===== config.mk =====
export PLATFORM = sky130hd
export DESIGN_NAME = writeback_buffer
export DESIGN_NICKNAME = d
export VERILOG_FILES = /design/src/rtl/cpu_pkg.sv /design/src/rtl/wb_lookup.sv /design/src/rtl/writeback_buffer.sv
export SDC_FILE = /design/constraint.sdc
export NUM_CORES = 1
export LEC_CHECK = 0
export BUFFER_PORTS_ARGS = -buffer_cell sky130_fd_sc_hd__buf_2
export CAP_MARGIN = 20
export CORE_ASPECT_RATIO = 2
export CORE_MARGIN = 3
export CORE_UTILIZATION = 40
export DETAILED_ROUTE_END_ITERATION = 8
export PLACE_DENSITY_LB_ADDON = 0.1
export SLEW_MARGIN = 5
export SYNTH_ARGS = -nofsm -noshare
export SYNTH_HDL_FRONTEND = slang
export SYNTH_SLANG_ARGS = --single-unit

===== constraint.sdc =====
create_clock -name clock -period 9.05 [get_ports clock]
set_input_delay 0.4525 -clock clock [delete_from_list [all_inputs] [get_ports clock]]
set_output_delay 0.4525 -clock clock [all_outputs]
set_load 0.02 [all_outputs]

===== src/rtl/cpu_pkg.sv =====
// Shared CPU types for the register-file writeback path.
// Queue entry layout and the hardwired-zero register index.
package cpu_pkg;

    localparam logic [4:0] REG_ZERO = 5'd0;

    typedef struct packed {
        logic [31:0] pc;
        logic [4:0]  rd;
        logic [31:0] value;
    } wb_entry_t;

endpackage


===== src/rtl/wb_lookup.sv =====
// Youngest-match search of queued writes for one register index.
// Entries are scanned oldest to youngest so the last match wins.
import cpu_pkg::*;

module wb_lookup #(
    parameter int DEPTH = 4
) (
    input  wb_entry_t                entries_i [DEPTH],
    input  logic [$clog2(DEPTH)-1:0] head_i,
    input  logic [$clog2(DEPTH):0]   count_i,
    input  logic [4:0]               idx_i,
    output logic                     hit_o,
    output logic [31:0]              value_o
);

    localparam int PW = $clog2(DEPTH);
    localparam int CW = $clog2(DEPTH) + 1;

    // Walk occupied slots from head; later (younger) hits overwrite
    always_comb begin
        hit_o   = 1'b0;
        value_o = 32'd0;
        for (int i = 0; i < DEPTH; i++) begin
            if (CW'(i) < count_i && idx_i != REG_ZERO &&
                entries_i[head_i + PW'(i)].rd == idx_i) begin
                hit_o   = 1'b1;
                value_o = entries_i[head_i + PW'(i)].value;
            end
        end
    end

endmodule


===== src/rtl/writeback_buffer.sv =====
// In-order writeback queue merging ALU and MDU results onto the
// register file write port, with forwarding lookups for rs/rt.
import cpu_pkg::*;

module writeback_buffer #(
    parameter int DEPTH = 4
) (
    input  logic        clock,
    input  logic        reset,
    input  logic        alu_valid,
    output logic        alu_ready,
    input  logic [4:0]  alu_rd,
    input  logic [31:0] alu_value,
    input  logic [31:0] alu_pc,
    input  logic        mdu_valid,
    output logic        mdu_ready,
    input  logic [4:0]  mdu_rd,
    input  logic [31:0] mdu_value,
    input  logic [31:0] mdu_pc,
    output logic        WriteEnable,
    output logic [4:0]  rd,
    output logic [31:0] WriteValue,
    output logic [31:0] PCvalue,
    input  logic [4:0]  rs,
    input  logic [4:0]  rt,
    output logic        rs_hit,
    output logic [31:0] rs_value,
    output logic        rt_hit,
    output logic [31:0] rt_value
);

    localparam int PW = $clog2(DEPTH);
    localparam int CW = $clog2(DEPTH) + 1;

    wb_entry_t     mem_q [DEPTH];
    logic [PW-1:0] head_q, head_d;
    logic [PW-1:0] tail_q, tail_d;
    logic [CW-1:0] count_q, count_d;

    logic          pop;
    logic [CW:0]   free;
    logic          mdu_acc, alu_acc;
    logic [PW-1:0] alu_ptr;
    wb_entry_t     head_e;

    assign pop    = (count_q != '0);
    assign head_e = mem_q[head_q];

    // The head slot is freed in the same cycle it drains
    assign free = (CW + 1)'(DEPTH) - {1'b0, count_q} + (CW + 1)'(pop);

    assign mdu_ready = (free >= (CW + 1)'(1));
    assign alu_ready = (free >= (CW + 1)'(2)) |
                       ((free >= (CW + 1)'(1)) & ~mdu_valid);

    assign mdu_acc = mdu_valid & mdu_ready;
    assign alu_acc = alu_valid & alu_ready;

    // MDU takes the older slot when both arrive together
    assign alu_ptr = tail_q + PW'(mdu_acc);

    assign head_d  = head_q + PW'(pop);
    assign tail_d  = tail_q + PW'(mdu_acc) + PW'(alu_acc);
    assign count_d = count_q - CW'(pop) + CW'(mdu_acc) + CW'(alu_acc);

    assign WriteEnable = pop;
    assign rd          = pop ? head_e.rd    : 5'd0;
    assign WriteValue  = pop ? head_e.value : 32'd0;
    assign PCvalue     = pop ? head_e.pc    : 32'd0;

    // Pointer/count update and entry capture; reset drops everything
    always_ff @(posedge clock or posedge reset) begin
        if (reset) begin
            head_q  <= '0;
            tail_q  <= '0;
            count_q <= '0;
            for (int i = 0; i < DEPTH; i++) begin
                mem_q[i] <= '0;
            end
        end else begin
            head_q  <= head_d;
            tail_q  <= tail_d;
            count_q <= count_d;
            if (mdu_acc) begin
                mem_q[tail_q] <= '{pc: mdu_pc, rd: mdu_rd, value: mdu_value};
            end
            if (alu_acc) begin
                mem_q[alu_ptr] <= '{pc: alu_pc, rd: alu_rd, value: alu_value};
            end
        end
    end

    wb_lookup #(.DEPTH(DEPTH)) u_rs_lookup (
        .entries_i (mem_q),
        .head_i    (head_q),
        .count_i   (count_q),
        .idx_i     (rs),
        .hit_o     (rs_hit),
        .value_o   (rs_value)
    );

    wb_lookup #(.DEPTH(DEPTH)) u_rt_lookup (
        .entries_i (mem_q),
        .head_i    (head_q),
        .count_i   (count_q),
        .idx_i     (rt),
        .hit_o     (rt_hit),
        .value_o   (rt_value)
    );

endmodule

* Word level (Yosys, flattened, before mapping) *
Index checks and enable logic that the tools add are counted.
Widths: inputs -> output; s select.

operators by class
  add/subtract/negate cells = 11
  order comparisons = 14
  eq/ne operators = 8
  mux-type cells = 39
  bitwise gates (word level) = 11
  reductions and logical operators = 21

operators by type and width
  kind                 count
  $bmux 69 s2          4
  $bwmux 276           2
  $mux 276             2
  $mux 32              10
  $demux 69 s2         2
  $mux 69              4
  $mux 37              6
  $eq 5x5->1           8
  $ge 3x3->1 const B   6
  $logic_and 1x1->1    18
  $not 2->3            6
  $reduce_bool 5->1    2
  $mux 1               8
  $add 2x1->2          3
  $add 3x1->3          2
  $lt 1x3->1 const A   2
  $lt 2x3->1 const A   2
  $lt 3x1->1 const B   2
  $mux 5               1
  $add 2x2->2 const B  2
  $add 4x1->4          1
  $ge 4x1->1 const B   1
  $ge 4x2->1 const B   1
  $sub 3x3->4 const A  1
  6 further kinds      8

storage, ports and cells
  register bits after elaboration = 283
  input port bits = 152
  output and inout port bits = 138

* Logic depth before layout (Yosys ltp) *
Gate-level depths: netlist of run 1.

  word-level depth = 12
  depth in mapped cells = 21
  depth with buffers taken out = 16

* Modules after synthesis *
A second synthesis of run 1 with hierarchy kept.

unflattened totals
  cell total of the unflattened synthesis = 2123
  area total of the unflattened synthesis = 24868.9 µm²

modules (own cells, without submodules)
  module            instances  cells each  area an instance (µm²)
  writeback_buffer  1          1103        16027.9
  wb_lookup         2          510         4420.5

* Worst setup path before layout of run 1 *
No wires, ideal clock.

  kind = register to register
  from = reg count_q[2]
  to = reg mem_q[137] (netlist bit)
  library setup time = 0.083 ns
  arrival time = 4.492 ns
  required time = 8.967 ns
  path slack = 4.476 ns
  stages on the path, launching flop included = 21
  path buffers = 6
  clock period less this slack = 4.574 ns
  cells stage by stage = dfrtp_1 inv_1 nand3_1 inv_1 buf_1 clkbuf_1 ha_1 inv_1 ha_1 or2_2 a21oi_1 nand2_1 and2_1 clkbuf_1 ha_1 nor3_1 clkbuf_1 clkbuf_1 clkbuf_1 nand2_1 o21ai_0

between the ends
  word-level cells in the longest chain between the ends = 12
  elaborated cells on any way between the ends = 19
  classes of those cells = 3 x add/sub; 4 x order compare; 5 x mux; 5 x bitwise; 2 x reduce/logical

RTL lines
  item                                                                   line                    RTL
  from (decl)                                                            writeback_buffer.sv:38  logic [CW-1:0] count_q, count_d;
  from (signal assigned)                                                 writeback_buffer.sv:83  count_q <= count_d;
  $reduce_bool 3->1 *                                                    writeback_buffer.sv:46  assign pop = (count_q != '0);
  via WriteEnable                                                        writeback_buffer.sv:20  output logic WriteEnable,
  $add 4x1->4 *                                                          writeback_buffer.sv:50  assign free = (CW + 1)'(DEPTH) - {1'b0, count_q} + (CW + 1)'(pop);
  $ge 4x1->1 *                                                           writeback_buffer.sv:52  assign mdu_ready = (free >= (CW + 1)'(1));
  via mdu_ready                                                          writeback_buffer.sv:16  output logic mdu_ready,
  $and 1x1->1                                                            writeback_buffer.sv:56  assign mdu_acc = mdu_valid & mdu_ready;
  $add 2x1->2                                                            writeback_buffer.sv:60  assign alu_ptr = tail_q + PW'(mdu_acc);
  $not 2->3 (not written as such)                                        writeback_buffer.sv:88  mem_q[alu_ptr] <= '{pc: alu_pc, rd: alu_rd, value: alu_value};
  $ge 3x3->1 (not written as such) / $lt 3x1->1 (equally long branches)  writeback_buffer.sv:88
  $logic_and 1x1->1 (not written as such)                                writeback_buffer.sv:88
  $mux 69 (not written as such)                                          writeback_buffer.sv:88
  $demux 69 s2                                                           writeback_buffer.sv:88
  $bwmux 276                                                             writeback_buffer.sv:88
  $mux 276 *                                                             writeback_buffer.sv:87  if (alu_acc) begin
  to (signal, indexed assignment)                                        writeback_buffer.sv:85  mem_q[tail_q] <= '{pc: mdu_pc, rd: mdu_rd, value: mdu_value};
  to (signal, indexed assignment)                                        writeback_buffer.sv:88
  to (decl)                                                              writeback_buffer.sv:35  wb_entry_t mem_q [DEPTH];

The timed path passes the listed nets; every way through them passes the cells marked *.

* Final worst setup path of run 1 *
  from = reg head_q[0]
  to = out rt_value[10]

between the ends
  word-level cells in the longest chain between the ends = 10
  elaborated cells on any way between the ends = 31
  classes of those cells = 3 x add/sub; 4 x eq/ne; 16 x mux; 4 x bitwise; 4 x reduce/logical

RTL lines
  item                                                                   line                              RTL
  from (decl)                                                            writeback_buffer.sv:36            logic [PW-1:0] head_q, head_d;
  from (signal assigned)                                                 writeback_buffer.sv:74            head_q <= '0;
  from (signal assigned)                                                 writeback_buffer.sv:81            head_q <= head_d;
  $add 2x1->2 / $not 2->3 (equally long branches)                        wb_lookup.sv:25, wb_lookup.sv:27
  $not 2->3 (not written as such) / $bmux 69 s2 (equally long branches)  wb_lookup.sv:25, wb_lookup.sv:27
  $bmux 69 s2 / $mux 69 (equally long branches)                          wb_lookup.sv:25, wb_lookup.sv:27
  $mux 37 (not written as such) / $mux 69 (equally long branches)        wb_lookup.sv:25                   entries_i[head_i + PW'(i)].rd == idx_i) begin
  $mux 37 (not written as such) / $eq 5x5->1 (equally long branches)     wb_lookup.sv:25
  $eq 5x5->1 / $logic_and 1x1->1 (equally long branches)                 wb_lookup.sv:25, wb_lookup.sv:24
  $logic_and 1x1->1 / $mux 32 (equally long branches)                    wb_lookup.sv:24                   if (CW'(i) < count_i && idx_i != REG_ZERO &&
  $mux 32 (2 in a row)                                                   wb_lookup.sv:24
  $mux 32 *                                                              wb_lookup.sv:24
  to (decl)                                                              writeback_buffer.sv:29            output logic [31:0] rt_value

Every way passes the cells marked *; elsewhere a longest branch is shown, timed or not. The select of a mux whose other input is x is not followed.

==> impl_metrics.json, run 1 <==
{
  "fin_worst_skew_ns": 0.0292,
  "crit_arrival_ns": 5.29,
  "io_pins": 290,
  "wirelength_mm": 68.0,
  "grt_pass1_wl_mm": 105,
  "postCtsHoldBufs": 0,
  "cts_setup_buffers": 0,
  "dieHeight_um": 323,
  "avgSynthCellArea_um2": 9.77,
  "cap_violations": 0,
  "path_max_fanout": 63,
  "seq_area_um2": 7090,
  "status": "complete, but fails checks",
  "hold_viol_final": 2,
  "drtIter0Drc": 1298,
  "cp.required_ns": 8.60,
  "cts.sinks": 283,
  "htreeDepth": 1,
  "grt_setup_unrepaired": "no",
  "cts_tree": "done",
  "power_density_nw_per_um2": 461,
  "cts_root_buf": "clkbuf_16",
  "via_per_inst": 5.81,
  "ys_seq_elements": 283,
  "dp_slack_ns": 3.85,
  "synth_edf_count": 0,
  "critical_path.slowest_cell": "dfrtp_4",
  "tightestPinTransition_ns": 1.09,
  "final-setup-viol-count": 0,
  "max_slew_margin_pct": 27.1,
  "final.fill_count": 4765,
  "grt_pass1_vias": 16900,
  "synth_area_um2": 20100,
  "drv_slew": 0,
  "ff2ff_path_depth": 16,
  "via_count": 16800,
  "cts-resized-gates": 0,
  "end_kind": "output pin",
  "dp_hpwl_mm": 46.2,
  "hold_class": "in2async",
  "peakVddDrop_uv": 303,
  "grt-ovfl-total": 0,
  "grt_start_max_net_pins": 180,
  "path_cells": "buf_4, mux2i_1, xnor2_1, nor3_1, o22a_1, nand4_1, buf_4, or3b_4, o221ai_1, buf_2",
  "dieArea_um2": 53100,
  "numPortBuffers": 289,
  "violations": "negative hold slack",
  "p_total_uw": 10600,
  "finalCriticalPeriod_ns": 5.75,
  "clock_latency_ns": 0.57,
  "num_rows": 115,
  "clk_path_buf_depth": 3,
  "setup_ws_ns": 3.30,
  "leakagePower_uw": 0.0105,
  "synth_flop_cell": "dfrtp_1",
  "synth_seq_area_share_pct": 35.3,
  "synth_nets": 2218,
  "syn_to_final_growth_pct": 13.9,
  "coreArea_um2": 49400,
  "fin_crit_sh_pct": 63.5,
  "final_layout_size_suffix_gt1_share_pct": 24.3,
  "grt_util_all_layers_pct": 25.2,
  "die_w_um": 164,
  "finish.net_count": 2376,
  "worstSetupPathType": "reg2out",
  "antenna_found_initial": 17,
  "slowest_delay_ns": 1.08,
  "gp_congestion": 0.878,
  "multi_input_area_um2": 12200,
  "synth_warnings": 0,
  "start_kind": "flip-flop",
  "post-route-drc-count": 0,
  "stdcell_area_um2": 22900,
  "whs_ns": -0.000494,
  "start_util_pct": 40.7,
  "synth-async-reset-ratio_pct": 100,
  "cts_buffers": 28,
  "ys_types": 51,
  "wl_per_cell_um": 23.6,
  "path_clk_slew_ns": 0.07,
  "placed_area_um2": 21800,
  "setup_tns_ns": 0,
  "cpMostUsedCell": "buf_4",
  "synth_cells": 2055,
  "timing.fmax_mhz": 174,
  "antenna_left": 0,
  "dr.pass1.iters": 6
}
[logic make-up (layout without fill, tap and decap cells)]
family                     Yosys count  count (layout)  synth area share, %
AOI/OAI and AO/OA                  448             448                 13.3
xor gates and xnor gates            46              46                 2.01
adders and majority gates           11              11                0.760
buffers and inverters              207             385                 4.49
DFF                                283             283                 35.3
muxes                              511             511                 31.9
other                                0              11                    0
and+or+nand+nor                    549             549                 12.2
[metal layers]
metal / routed length, um / track usage, % / vias up
li1: - / - / 7815
met1: 27100 / 31.0 / 8290
met2: 34700 / 44.4 / 539
met3: 4230 / 4.93 / 115
met4: 1960 / 7.78 / 8
met5: 56 / 0 / -
[synthesized netlist by cell type (2+ instances only)]
master / n / share of area, %
a211oi_1: 2 / 0.075
a21oi_1: 174 / 4.3
a221oi_1: 22 / 0.96
a221oi_2: 7 / 0.52
a22oi_1: 27 / 1.0
a31oi_1: 4 / 0.12
and2_1: 3 / 0.093
and3_1: 2 / 0.062
buf_1: 14 / 0.26
buf_2: 49 / 1.2
buf_4: 3 / 0.11
buf_6: 7 / 0.39
clkbuf_1: 119 / 2.2
dfrtp_1: 283 / 35
fa_1: 2 / 0.20
ha_1: 9 / 0.56
inv_1: 14 / 0.26
mux2_2: 39 / 2.2
mux2i_1: 372 / 19
mux4_2: 100 / 11
nand2_1: 191 / 3.6
nand2b_1: 2 / 0.062
nand3_1: 34 / 0.85
nand3b_1: 3 / 0.11
nand4_1: 4 / 0.12
nor2_1: 180 / 3.4
nor2b_1: 67 / 2.1
nor3_1: 46 / 1.1
nor3b_1: 4 / 0.15
nor4_2: 2 / 0.12
o211ai_1: 3 / 0.11
o21ai_0: 174 / 4.3
o21ai_1: 2 / 0.050
o221ai_1: 18 / 0.78
o221ai_2: 10 / 0.75
or3_1: 4 / 0.12
xnor2_1: 30 / 1.3
xor2_1: 16 / 0.70
[layout by cell type (no fill, tap or decap), types with 3 or more instances in the layout]
cell type	instances
clkbuf_1	5
ha_1	9
nor2_1	178
nand2_1	191
and2_1	3
nor3_2	3
clkbuf_16	29
a221oi_1	22
nand4_1	4
mux2i_1	372
a22oi_1	27
a21oi_1	174
nor3_1	43
buf_2	289
bufinv_16	6
mux4_2	100
o221ai_2	10
mux2_2	39
xnor2_1	30
inv_1	12
clkbuf_8	4
nor2b_1	67
nand3_4	3
o21ai_0	174
nand3b_1	3
buf_4	29
xor2_1	16
a31oi_1	4
o211ai_1	3
or3_1	4
dfrtp_1	281
nor3b_1	4
o221ai_1	18
diode_2	11
a221oi_2	7
clkinv_2	7
nand3_1	31
[metrics by stage]
| step | cells | hold slack, ns | utilization, % |
|---|---|---|---|
| detailed placement | 2825 | 0.557 | 44.2 |
| global route | 2882 | 0.0475 | 46.3 |
| global placement | 2825 | 0.540 | 44.2 |
| floorplan | 2055 | 0.501 | - |
| CTS | 2875 | 0.0429 | 46.3 |
| finish | 2887 | -0.000494 | 46.4 |
[worst paths after layout]
kind / start / end / slack (ns)
min in group clock: alu_pc[14] / mem_q[120] / 0.13
setup reg to reg: count_q[2] / mem_q[23] / 4.34
hold reg to reg: mem_q[264] / mem_q[264] / 0.57
max in group asynchronous: reset / head_q[1] / 7.46
hold / removal: reset / mem_q[126] / -0.0005
setup / recovery: head_q[0] / rt_value[10] / 3.30
[critical path, delay by kind of cell, from the launching register on]
| kind | cells | cell delay (ns) |
|---|---|---|
| AND/OR/NAND/NOR | 3 | 0.86 |
| XOR/XNOR | 1 | 0.20 |
| AO/OA/AOI/OAI | 2 | 0.51 |
| buffers and inverters | 3 | 1.58 |
| flip-flops | 1 | 1.08 |
| multiplexers | 1 | 0.43 |
[flip-flops by register name, indices dropped and copies added, names as in the netlist]
name     count
mem_q      276
count_q      3
head_q       2
tail_q       2
[where the power goes]
part	internal (uW)	total [uW]	switching, uW
clock	786	1310	528
sequential	1940	2570	624
combinational	2750	6670	3920
total	5480	10600	5080
[layout make-up]
cell class	count	share of cell area, %
Sequential cell	283	31.0
Multi-Input combinational cell	1565	53.2
Clock buffer	38	3.49
Tap cell	643	3.52
Inverter	15	0.284
Clock inverter	12	0.919
Antenna cell	11	0.120
Timing Repair Buffer	320	7.48
No activity file was read; power rests on OpenSTA's default activity.
==> inputs of run 2 (changes only) <==
- ABC_AREA: unset -> 1
- clock period: 9.05 -> 4.97 ns (I/O delays scaled with it)
==> run 2 against run 1 <==
The run now ends clean. Routed wire length grew 29%. Global-route usage increased by 4.8 points. Sequential power increased by 68%. Critical path type unchanged. Largest cell class unchanged. Largest power group unchanged.
==> impl_metrics.json, run 2 <==
{
  "whs_ns": 0.0177,
  "regMostFlops": "mem_q",
  "grt_pass1_wl_mm": 137,
  "final.fill_count": 5548,
  "clock_latency_ns": 0.57,
  "setup_tns_ns": 0,
  "synth_warnings": 0,
  "syn_to_final_growth_pct": 18.5,
  "largest_reg_flops": 276,
  "start_kind": "flip-flop",
  "worstHoldStart": "mdu_rd[1]",
  "grt_setup_unrepaired": "no",
  "cp-startpoint": "head_q[0]",
  "synth_area_um2": 21800,
  "yosys.area.top_type": "dfrtp_1",
  "synth_flop_cell": "dfrtp_1",
  "grt_pass1_vias": 23800,
  "cts.sinks": 283,
  "timing.fmax_mhz": 228,
  "drtIter0Drc": 2373,
  "path_max_fanout": 26,
  "final_layout_size_suffix_gt1_share_pct": 12.5,
  "gp_congestion": 0.911,
  "fin_crit_sh_pct": 88.3,
  "antenna_found_initial": 8,
  "final_common_cell": "nand2_1",
  "end_kind": "output pin",
  "synth_edf_count": 0,
  "finish.net_count": 3862,
  "top_regs": "mem_q x276, count_q x3",
  "synth_seq_area_share_pct": 32.4,
  "cap_violations": 0,
  "numPortBuffers": 289,
  "stdcell_area_um2": 25900,
  "final-setup-viol-count": 0,
  "cts_tree": "done",
  "layout.cells.most_common_list": "nand2_1 (1399), buf_2 (289), nor2_1 (283)",
  "crit_arrival_ns": 4.14,
  "power_density_nw_per_um2": 837,
  "r2r-start": "count_q[2]",
  "synth-async-reset-ratio_pct": 100,
  "synth_common_cells": "nand2_1 (1399), dfrtp_1 (283), nor2_1 (283)",
  "synth_top_area_share_pct": 32.4,
  "grt-ovfl-total": 0,
  "p_total_uw": 21600,
  "io_pins": 290,
  "antenna_left": 0,
  "die_w_um": 171,
  "hold_viol_final": 0,
  "dp_hpwl_mm": 58.5,
  "grt_start_max_net_pins": 113,
  "cp.required_ns": 4.72,
  "max_slew_margin_pct": 26.0,
  "via_count": 24300,
  "ys_seq_elements": 283,
  "htreeDepth": 1,
  "peakVddDrop_uv": 425,
  "drv_slew": 0,
  "status": "complete, no violations",
  "ys_types": 39,
  "path_clk_slew_ns": 0.08,
  "tightestPinTransition_ns": 1.11,
  "grt_util_all_layers_pct": 30.0,
  "ys_top_cells_by_area": "dfrtp_1 (32%), nand2_1 (24%), o211ai_1 (8.0%)",
  "wirelength_mm": 88.0,
  "dieArea_um2": 57600,
  "utilization_pct": 48.1,
  "synth_cells": 3438,
  "placed_area_um2": 23400,
  "synth_nets": 3601,
  "cts_root_buf": "clkbuf_16",
  "num_rows": 120,
  "dr.pass1.iters": 8,
  "worstSetupPathType": "reg2out",
  "dieHeight_um": 336,
  "finalCriticalPeriod_ns": 4.39,
  "post-route-drc-count": 0,
  "hold_class": "in2reg",
  "clk_path_buf_depth": 3,
  "leakagePower_uw": 0.0132,
  "cts_buffers": 27,
  "yosysMostFrequentCell": "nand2_1",
  "via_per_inst": 5.53,
  "start_util_pct": 40.6,
  "fin_worst_skew_ns": 0.0185,
  "coreArea_um2": 53800,
  "wl_per_cell_um": 20.0,
  "avgSynthCellArea_um2": 6.35
}
==> run 2: worst paths after layout <==
check	to	slack, ns	cells after the start
max in group asynchronous	head_q[0]	3.45	4
worst min-delay path	mem_q[102]	0.02	3
min in group asynchronous	mem_q[201]	0.36	3
worst max register to register	mem_q[20]	0.64	15
worst max-delay path	rs_value[6]	0.58	14
worst min register to register	mem_q[183]	0.53	2
==> run 2: what timing repair did <==
item	CTS	global route
endpoints found under the hold margin	298	0
gates resized for setup	0	0
setup buffers	0	0
hold buffers	149	0
==> run 2: routing by layer <==
metal | GRT usage, % | up-vias | wire [um]
met2 | 52.0 | 1048 | 43200
met3 | 4.49 | 204 | 6080
met5 | 0 | - | 41
li1 | - | 11700 | -
met4 | 11.8 | 6 | 3530
met1 | 37.4 | 11400 | 35200
==> run 2: critical path, stage by stage, from the launching register on <==
cell	delay, ns
dfrtp_4	0.61
inv_2	0.29
buf_4	0.35
nand2_2	0.12
nand2_4	0.28
nand2_1	0.08
o21ai_1	0.22
nor2_1	0.08
nor2_1	0.11
nand2_1	0.09
nor2_4	0.46
buf_4	0.38
nor2_1	0.08
a21oi_1	0.19
buf_2	0.19
==> run 2: logic make-up after synthesis <==
| group | count (synthesis) | synth area share (%) |
|---|---|---|
| flops | 283 | 32.4 |
| fa+ha+maj | 11 | 0.699 |
| compound gates | 580 | 16.9 |
| simple gates | 1966 | 36.7 |
| mux | 49 | 2.25 |
| buf+inv | 540 | 10.7 |
| xor+xnor | 9 | 0.395 |
==> run 2: final cells by class <==
class | instances | area, um2 | area share (%)
Multi-Input combinational cell | 2615 | 12500 | 48.4
Sequential cell | 283 | 7090 | 27.4
Timing Repair Buffer | 487 | 3410 | 13.2
Inverter | 285 | 1070 | 4.15
Tap cell | 671 | 840 | 3.25
Clock buffer | 34 | 752 | 2.91
Clock inverter | 12 | 171 | 0.663
Antenna cell | 6 | 15.0 | 0.0580
==> run 2: through the flow <==
step	std cells	setup slack [ns]
4_1_cts	4387	0.532
3_3_place_gp	4192	1.17
2_1_floorplan	3438	0.972
6_report	4393	0.584
5_1_grt	4389	0.241
3_5_place_dp	4192	1.07
==> run 2: where the power goes <==
group / internal, uW / leakage (uW) / switching, uW
Sequential: 3570 / 0.00335 / 761
Clock: 1280 / 0.000460 / 976
Combinational: 4680 / 0.00940 / 10400
